<file path="src/rtl/parking_gate_sensor.sv">
// parking_gate_sensor: beam-break front end for one gate lane.
// Synchronises and debounces the outer (a) and inner (b) beams, then tracks
// the beam sequence to emit one-cycle car_enter / car_exit / fault pulses.
// Optional statistics counters are enabled by defining PARKING_GATE_STATS_EN.
module parking_gate_sensor #(
  parameter int unsigned DEBOUNCE_CYCLES = 4,
  parameter int unsigned TIMEOUT_CYCLES  = 1000
) (
  input  logic       clk,
  input  logic       reset,
  input  logic       sensor_a,
  input  logic       sensor_b,
  output logic       car_enter,
  output logic       car_exit,
  output logic       fault,
  output logic       busy
`ifdef PARKING_GATE_STATS_EN
  ,
  output logic [7:0] abort_count,
  output logic [7:0] fault_count
`endif
);

  localparam int unsigned DW = $clog2(DEBOUNCE_CYCLES + 1);
  localparam int unsigned TW = $clog2(TIMEOUT_CYCLES + 1);

  typedef enum logic [2:0] {
    IDLE,
    E1,
    E2,
    E3,
    X1,
    X2,
    X3,
    WAIT_CLEAR
  } state_t;

  // Bit 1 carries beam a, bit 0 carries beam b, so {a,b} patterns read directly.
  logic [1:0]         sync1;
  logic [1:0]         sync2;
  logic [1:0]         deb;
  logic [1:0][DW-1:0] deb_cnt;

  state_t             state;
  state_t             state_nxt;
  logic [TW-1:0]      dwell;
  logic [TW-1:0]      dwell_nxt;
  logic               in_pass;
  logic               enter_nxt;
  logic               exit_nxt;
  logic               fault_nxt;

  // Two-flop synchroniser for both raw beams.
  always_ff @(posedge clk or posedge reset) begin
    if (reset) begin
      sync1 <= '0;
      sync2 <= '0;
    end else begin
      sync1 <= {sensor_a, sensor_b};
      sync2 <= sync1;
    end
  end

  // Per-beam debouncer: adopt the synced level after DEBOUNCE_CYCLES
  // consecutive disagreeing samples; any agreeing sample restarts the count.
  always_ff @(posedge clk or posedge reset) begin
    if (reset) begin
      deb     <= '0;
      deb_cnt <= '0;
    end else begin
      for (int unsigned i = 0; i < 2; i++) begin
        if (sync2[i] == deb[i]) begin
          deb_cnt[i] <= '0;
        end else if (deb_cnt[i] == DW'(DEBOUNCE_CYCLES - 1)) begin
          deb[i]     <= sync2[i];
          deb_cnt[i] <= '0;
        end else begin
          deb_cnt[i] <= deb_cnt[i] + DW'(1);
        end
      end
    end
  end

  // Direction FSM next-state, pulse decode and dwell timeout.
  always_comb begin
    state_nxt = state;
    enter_nxt = 1'b0;
    exit_nxt  = 1'b0;
    fault_nxt = 1'b0;
    in_pass   = state inside {E1, E2, E3, X1, X2, X3};

    case (state)
      IDLE: begin
        case (deb)
          2'b10:   state_nxt = E1;
          2'b01:   state_nxt = X1;
          2'b11:   begin state_nxt = WAIT_CLEAR; fault_nxt = 1'b1; end
          default: state_nxt = IDLE;
        endcase
      end
      E1: begin
        case (deb)
          2'b11:   state_nxt = E2;
          2'b00:   state_nxt = IDLE;
          2'b01:   begin state_nxt = WAIT_CLEAR; fault_nxt = 1'b1; end
          default: state_nxt = E1;
        endcase
      end
      E2: begin
        case (deb)
          2'b01:   state_nxt = E3;
          2'b10:   state_nxt = E1;
          2'b00:   begin state_nxt = WAIT_CLEAR; fault_nxt = 1'b1; end
          default: state_nxt = E2;
        endcase
      end
      E3: begin
        case (deb)
          2'b00:   begin state_nxt = IDLE; enter_nxt = 1'b1; end
          2'b11:   state_nxt = E2;
          2'b10:   begin state_nxt = WAIT_CLEAR; fault_nxt = 1'b1; end
          default: state_nxt = E3;
        endcase
      end
      X1: begin
        case (deb)
          2'b11:   state_nxt = X2;
          2'b00:   state_nxt = IDLE;
          2'b10:   begin state_nxt = WAIT_CLEAR; fault_nxt = 1'b1; end
          default: state_nxt = X1;
        endcase
      end
      X2: begin
        case (deb)
          2'b10:   state_nxt = X3;
          2'b01:   state_nxt = X1;
          2'b00:   begin state_nxt = WAIT_CLEAR; fault_nxt = 1'b1; end
          default: state_nxt = X2;
        endcase
      end
      X3: begin
        case (deb)
          2'b00:   begin state_nxt = IDLE; exit_nxt = 1'b1; end
          2'b11:   state_nxt = X2;
          2'b01:   begin state_nxt = WAIT_CLEAR; fault_nxt = 1'b1; end
          default: state_nxt = X3;
        endcase
      end
      WAIT_CLEAR: begin
        if (deb == 2'b00) begin
          state_nxt = IDLE;
        end
      end
      default: state_nxt = IDLE;
    endcase

    // A stalled pass overrides whatever the beams asked for this cycle.
    if (in_pass && (dwell == TW'(TIMEOUT_CYCLES - 1))) begin
      state_nxt = WAIT_CLEAR;
      enter_nxt = 1'b0;
      exit_nxt  = 1'b0;
      fault_nxt = 1'b1;
    end

    if (state_nxt != state) begin
      dwell_nxt = '0;
    end else if (in_pass) begin
      dwell_nxt = dwell + TW'(1);
    end else begin
      dwell_nxt = '0;
    end
  end

  // FSM state, dwell counter and registered outputs.
  always_ff @(posedge clk or posedge reset) begin
    if (reset) begin
      state     <= IDLE;
      dwell     <= '0;
      car_enter <= 1'b0;
      car_exit  <= 1'b0;
      fault     <= 1'b0;
      busy      <= 1'b0;
    end else begin
      state     <= state_nxt;
      dwell     <= dwell_nxt;
      car_enter <= enter_nxt;
      car_exit  <= exit_nxt;
      fault     <= fault_nxt;
      busy      <= (state_nxt != IDLE);
    end
  end

`ifdef PARKING_GATE_STATS_EN
  // E1/X1 can only reach IDLE by backing out; timeouts go to WAIT_CLEAR.
  logic abort_evt;
  assign abort_evt = (state inside {E1, X1}) && (state_nxt == IDLE);

  // Saturating abort and fault statistics.
  always_ff @(posedge clk or posedge reset) begin
    if (reset) begin
      abort_count <= '0;
      fault_count <= '0;
    end else begin
      if (abort_evt && (abort_count != '1)) begin
        abort_count <= abort_count + 8'd1;
      end
      if (fault_nxt && (fault_count != '1)) begin
        fault_count <= fault_count + 8'd1;
      end
    end
  end
`endif

endmodule
</file>
<file path="config.mk">
export PLATFORM = sky130hd
export DESIGN_NAME = parking_gate_sensor
export DESIGN_NICKNAME = d
export VERILOG_FILES = /design/src/rtl/parking_gate_sensor.sv
export SDC_FILE = /design/constraint.sdc
export NUM_CORES = 1
export LEC_CHECK = 0
export BUFFER_PORTS_ARGS = -buffer_cell sky130_fd_sc_hd__buf_4
export CELL_PAD_IN_SITES_DETAIL_PLACEMENT = 2
export CELL_PAD_IN_SITES_GLOBAL_PLACEMENT = 2
export CORE_MARGIN = 2
export CORE_UTILIZATION = 40
export DETAILED_ROUTE_END_ITERATION = 16
export PLACE_DENSITY_LB_ADDON = 0.1
export SYNTH_ARGS = -nofsm -noshare
export SYNTH_HDL_FRONTEND = slang
export SYNTH_SLANG_ARGS = --single-unit
</file>
<file path="constraint.sdc">
create_clock -name clk -period 2.4 [get_ports clk]
set_input_delay 0.24 -clock clk [delete_from_list [all_inputs] [get_ports clk]]
set_output_delay 0.24 -clock clk [all_outputs]
set_load 0.01 [all_outputs]
</file>
### Yosys cells after proc, flatten, opt, wreduce, memory -nomap -nowiden

Cells that the tools add are included.

* input bits: 4
* output and inout bits: 4
* flip-flop bits (word level): 29
* latch bits: 0
* logic and storage cells: 69
* RAM bits: 0
* memory bits (read-only): 0
* memories: 0

* divide/modulo/power cells: 0
* reductions and logical operators: 10
* order comparisons: 0
* multipliers: 0
* shifts and indexed selects: 0
* eq/ne operators: 16
* muxes and demuxes: 26
* bitwise gates (word level): 2
* add/subtract/negate cells: 3

Operator list (number)
* $pmux W3 S3: 6
* $pmux W3 S8: 1
* $mux W10: 2
* $mux W3: 6
* $eq A3 B2 Y1 const B: 4
* $eq A3 B3 Y1 const B: 4
* $add A10 B1 Y10 const B: 1
* $eq A10 B10 Y1 const B: 1
* $mux W1: 9
* $add A3 B1 Y3 const B: 2
* $pmux W2 S3: 1
* $reduce_bool A6 Y1: 1
* $reduce_or A2 Y1: 3
* $eq A2 B2 Y1 const B: 2
* $pmux W1 S4: 1
* $reduce_and A2 Y1: 2
* $eq A3 B1 Y1 const B: 1
* $logic_not A3 Y1: 1
* $ne A3 B3 Y1: 1
* $reduce_bool A3 Y1: 1
* $eq A1 B1 Y1: 2
* $eq A2 B1 Y1 const B: 1
* $logic_not A2 Y1: 1
* $not A1 Y1: 2
* $logic_and A1 B1 Y1: 1

### Depth between registers and ports, before layout

* depth after elaboration: 6
* gate-level depth with buffers: 8
* depth with buffers taken out: 8

### Worst setup path before layout

No wires, ideal clock.

* path type: flip-flop to flip-flop
* start point: register deb[1]
* end point: register busy
* path slack: 0.490 ns
* setup time: 0.131 ns
* stages on the path, launching flop included: 6
* data required time: 2.269 ns
* buffers on the path: 0
* clock period less this slack: 1.910 ns
* data arrival time: 1.779 ns
* path through: dfrtp_1 > inv_1 > ha_1 > o311ai_0 > nand4_2 > or3_1

* word-level cells in the longest chain between the ends: 5
* elaborated cells on any way between the ends: 15
* classes of those cells: eq/ne: 3; mux: 10; reduce/logical: 2

Ends and longest elaborated chain
* from (decl): RTL line 41 `logic [1:0] deb;`
* from (signal, indexed assignment): RTL line 75 `deb[i] <= sync2[i];`
* $eq A2 B1 Y1 (tied with other cells)
* $pmux W3 S3 (tied with other cells): RTL line 142 `case (deb)`
* $pmux W3 S8 (*): RTL line 92 `case (state)`
* $mux W3 (*): RTL line 158 `if (in_pass && (dwell == TW'(TIMEOUT_CYCLES - 1))) begin`
* via state_nxt[1]: RTL line 45 `state_t state_nxt;`
* $reduce_bool A3 Y1 (*): RTL line 189 `busy <= (state_nxt != IDLE);`
* to (signal assigned): RTL line 189
* to (decl): RTL line 16 `output logic busy`

The timed path passes the listed nets; every way through them passes the cells marked *.
A chain may end at the register's enable or synchronous reset.

### Worst setup path in the final report

* start point: register deb[0]
* end point: register dwell[9]

* word-level cells in the longest chain between the ends: 6
* elaborated cells on any way between the ends: 16
* classes of those cells: eq/ne: 4; mux: 11; reduce/logical: 1

Ends and longest elaborated chain
* $eq A2 B1 Y1 (tied with other cells)
* $pmux W3 S3 (tied with other cells): RTL line 142
* $pmux W3 S8 (*): RTL line 92
* $mux W3 (*): RTL line 158
* $ne A3 B3 Y1 (*): RTL line 165 `if (state_nxt != state) begin`
* $mux W10 (*): RTL line 165
* via dwell_nxt[9]: RTL line 47 `logic [TW-1:0] dwell_nxt;`
* to (signal assigned): RTL line 185 `dwell <= dwell_nxt;`
* to (decl): RTL line 46 `logic [TW-1:0] dwell;`

Marks and branches as above.

==> flow_summary_export.csv <==
group,metric,value,unit
timing,finalMaxSlewViolations,0,
clock_tree,cts_resized,0,
synth,synth_cells,160,
worst_setup_path,critPathRequiredTime,2590,ps
worst_setup_path,cp.arrival,2340,ps
clock_tree,ctsHoldBuffers,0,
grt,grt_pass1_wl,6.900,mm
worst_setup_path,slowest_delay,440,ps
run,cap_violations,0,
worst_setup_path,path_buf_inv,2,
drt,drc,0,
drt,first_iter_violations,52,
die,fp.dieW,68.26,µm
synth,synth_commonest_cells,"dfrtp_1 (29), nor3_1 (15), ha_1 (11)",
clock_tree,post-cts-setup-buffers,0,
worst_hold_path,hold_class,"input pin to async pin",
synth,syn_nets,175,
timing,fin_crit,2151,ps
clock_tree,clk-insertion-delay-late,280,ps
layout,antennaDiodeCount,0,
synth,synth-seq-cells,29,
worst_setup_path,r2r_cells,8,
timing,worstMarginPinSlew,580.8,ps
clock_tree,cts_buffers,5,
status,status,"completed",
timing,setup_tns,0,ps
worst_setup_path,crit_type,"flop to flop",
synth,ys_seq_area_share,43.94,%
place,port_buffers,7,
layout,nets,188,
clock_tree,clock-sinks,29,
clock_tree,cts_tree,"done",
clock_tree,htreeDepth,2,
power,p_clk_share,16.7,%
worst_setup_path,end_kind,"flop",
synth,ys_types,40,
power,share_seq_of_total_power,30.6,%
clock_tree,clk_pin_slew_worst_paths,60,ps
worst_setup_path,cp_cell_sequence,"inv_2 -> ha_1 -> inv_1 -> o21ai_0 -> a31o_2 -> o211ai_1 -> nand3_4 -> nor3_1",
die,die-height,68.26,µm
power,internal_power,1356,µW
layout,fin_util,46.32,%
synth,synth-main-ff-cell,"dfrtp_1",
clock_tree,clockBufferDepth,2,
drt,wl_per_cell,18.28,µm
drt,wl,4.077,mm
clock_tree,cts_root_buffer,"clkbuf_8",
place,dp_cells,216,
layout,area_growth_syn_to_layout,12.20,%
place,place_hpwl,3.070,mm
power,powerDensity,1312,nW/µm²
synth,synthArstFlopShare,100.0,%
timing,finalHoldViolations,0,
synth,synth.most_common_cell,"dfrtp_1",
timing,max_freq,0.4650,GHz
layout,nFillCells,426,
worst_setup_path,r2r-end,"dwell[9]",
worst_setup_path,ff2ff_setup_slack,250,ps
die,start_util,41.29,%
synth,ys_warn_count,0,
worst_setup_path,crit-reg2reg-launch,"deb[0]",
grt,grt.total_usage,20.85,%
synth,synth.largest_area_cell,"dfrtp_1",
timing,fin_skew,5.950,ps
grt,grt_pass1_vias,1383,
worst_setup_path,slowest_stage,"dfrtp_2",
synth,syn-mean-instance-area,10.32,µm²
synth,synth_edf_count,0,
die,core_area,4000,µm²
layout,drive_gt1_share,19.65,%
power,power.leakage,0.0007768,µW
worst_setup_path,cp_max_fo,10,
die,placementRows,23,
power,ir_worst_vdd,486.5,µV
drt,viasPerCell,5.601,
timing,grt_setup_unrepaired,"false",
timing,setup_viol,0,
die,die-area,4659,µm²
drt,drtPass1Iterations,4,
synth,netlist_top_cells_area,"dfrtp_1 (44%), ha_1 (8.3%), nor3_1 (4.5%)",
drt,via_count,1249,
die,io_pins,8,
worst_setup_path,critPathLaunchType,"flop",
timing,slew_headroom,60.66,%
power,power_frac_comb,52.8,%
worst_setup_path,cp_top_family,"compound AO/OA/AOI/OAI gates",
drt,ant_nets,0,
grt,grt-ovfl-total,0,
timing,timing.final.crit_share,89.61,%
power,fin_total_pwr,2431,µW
timing,whs,41.00,ps
synth,synth_area,1652,µm²
power,power.switching,1075,µW
synth,synth_top_area_share,43.94,%
grt,grt_max_degree,30,
layout,fin_cells,223,
place,gp_congestion,0.8207,
power,swShare,44.22,%
grt,grt_antenna_before_repair,0,
per-layer routing:
| metal | part of all wire, % | wire length, µm | vias up | global-route usage (%) |
|---|---|---|---|---|
| li1 | - | - | 586 | - |
| met3 | 2.3 | 95 | 5 | 4.934 |
| met5 | 0 | 0 | - | 0 |
| met2 | 50 | 2050 | 13 | 34.83 |
| met1 | 46 | 1875 | 645 | 26.46 |
| met4 | 1.4 | 56 | 0 | 6.750 |
tightest hold or removal path: stages:
cell   delay, ps
buf_4        110
inv_1         40
buf_4        340
power by group through the flow:
stage | logic (µW) | registers, µW | clock network [µW]
final | 1280 | 743 | 405
after detailed placement | 1280 | 745 | 0
after floorplan | 1000 | 662 | 0
after global placement | 1210 | 731 | 0
after global routing | 1430 | 762 | 438
after CTS | 1280 | 735 | 422
worst max-delay path by stage:
stage	startpoint	end	slack [ps]	depth (start not counted)
3_5_place_dp	deb[1]	dwell[7]	60	6
3_3_place_gp	deb[1]	busy	190	5
6_report	deb[0]	dwell[9]	250	8
5_1_grt	deb[0]	dwell[9]	20	8
2_1_floorplan	deb[1]	busy	490	5
4_1_cts	deb[1]	dwell[0]	50	6
area by class of cell:
type	count	area, µm²	share of cell area (%)
multi-input cells	115	844.6	45.58
inverters	9	33.78	1.823
clock buffers	7	86.33	4.659
flip-flops and latches	29	728.2	39.30
repair buffers	13	97.59	5.267
well taps	50	62.56	3.376
state kept, by name, indices dropped and copies added (netlist names):
register	flops
dwell	10
state	3
car_enter	1
deb	2
car_exit	1
busy	1
deb_cnt	6
sync2	2
sync1	2
fault	1
cell families after synthesis:
kind of cell / after synthesis / synth area share, %
adder cells (fa/ha/maj): 11 / 8.333
AO/OA/AOI/OAI: 22 / 8.410
multiplexers: 6 / 5.151
AND/OR/NAND/NOR: 66 / 23.49
flip-flops: 29 / 43.94
buffers and inverters: 16 / 5.378
XOR/XNOR: 10 / 5.303
cell usage in the layout (no fill, tap or decap), drive strengths merged, types with 3 or more instances in the layout:
master,count
xnor2,8
nor3,15
mux2i,5
nor2,9
inv,9
dfrtp,29
nor2b,3
nand2,8
nand2b,3
clkbuf,7
buf,13
nor3b,3
nand4,6
ha,11
o21ai,10
nand3,11
metrics by stage:
| step | worst slack (ps) | cell area, µm² |
|---|---|---|
| after floorplan | 489.8 | 1652 |
| after global placement | 187.8 | 1757 |
| after detailed placement | 61.30 | 1757 |
| after CTS | 54.05 | 1843 |
| after global routing | 16.69 | 1853 |
| final | 249.4 | 1853 |
Note: power is estimated with default switching activity, not from simulation.
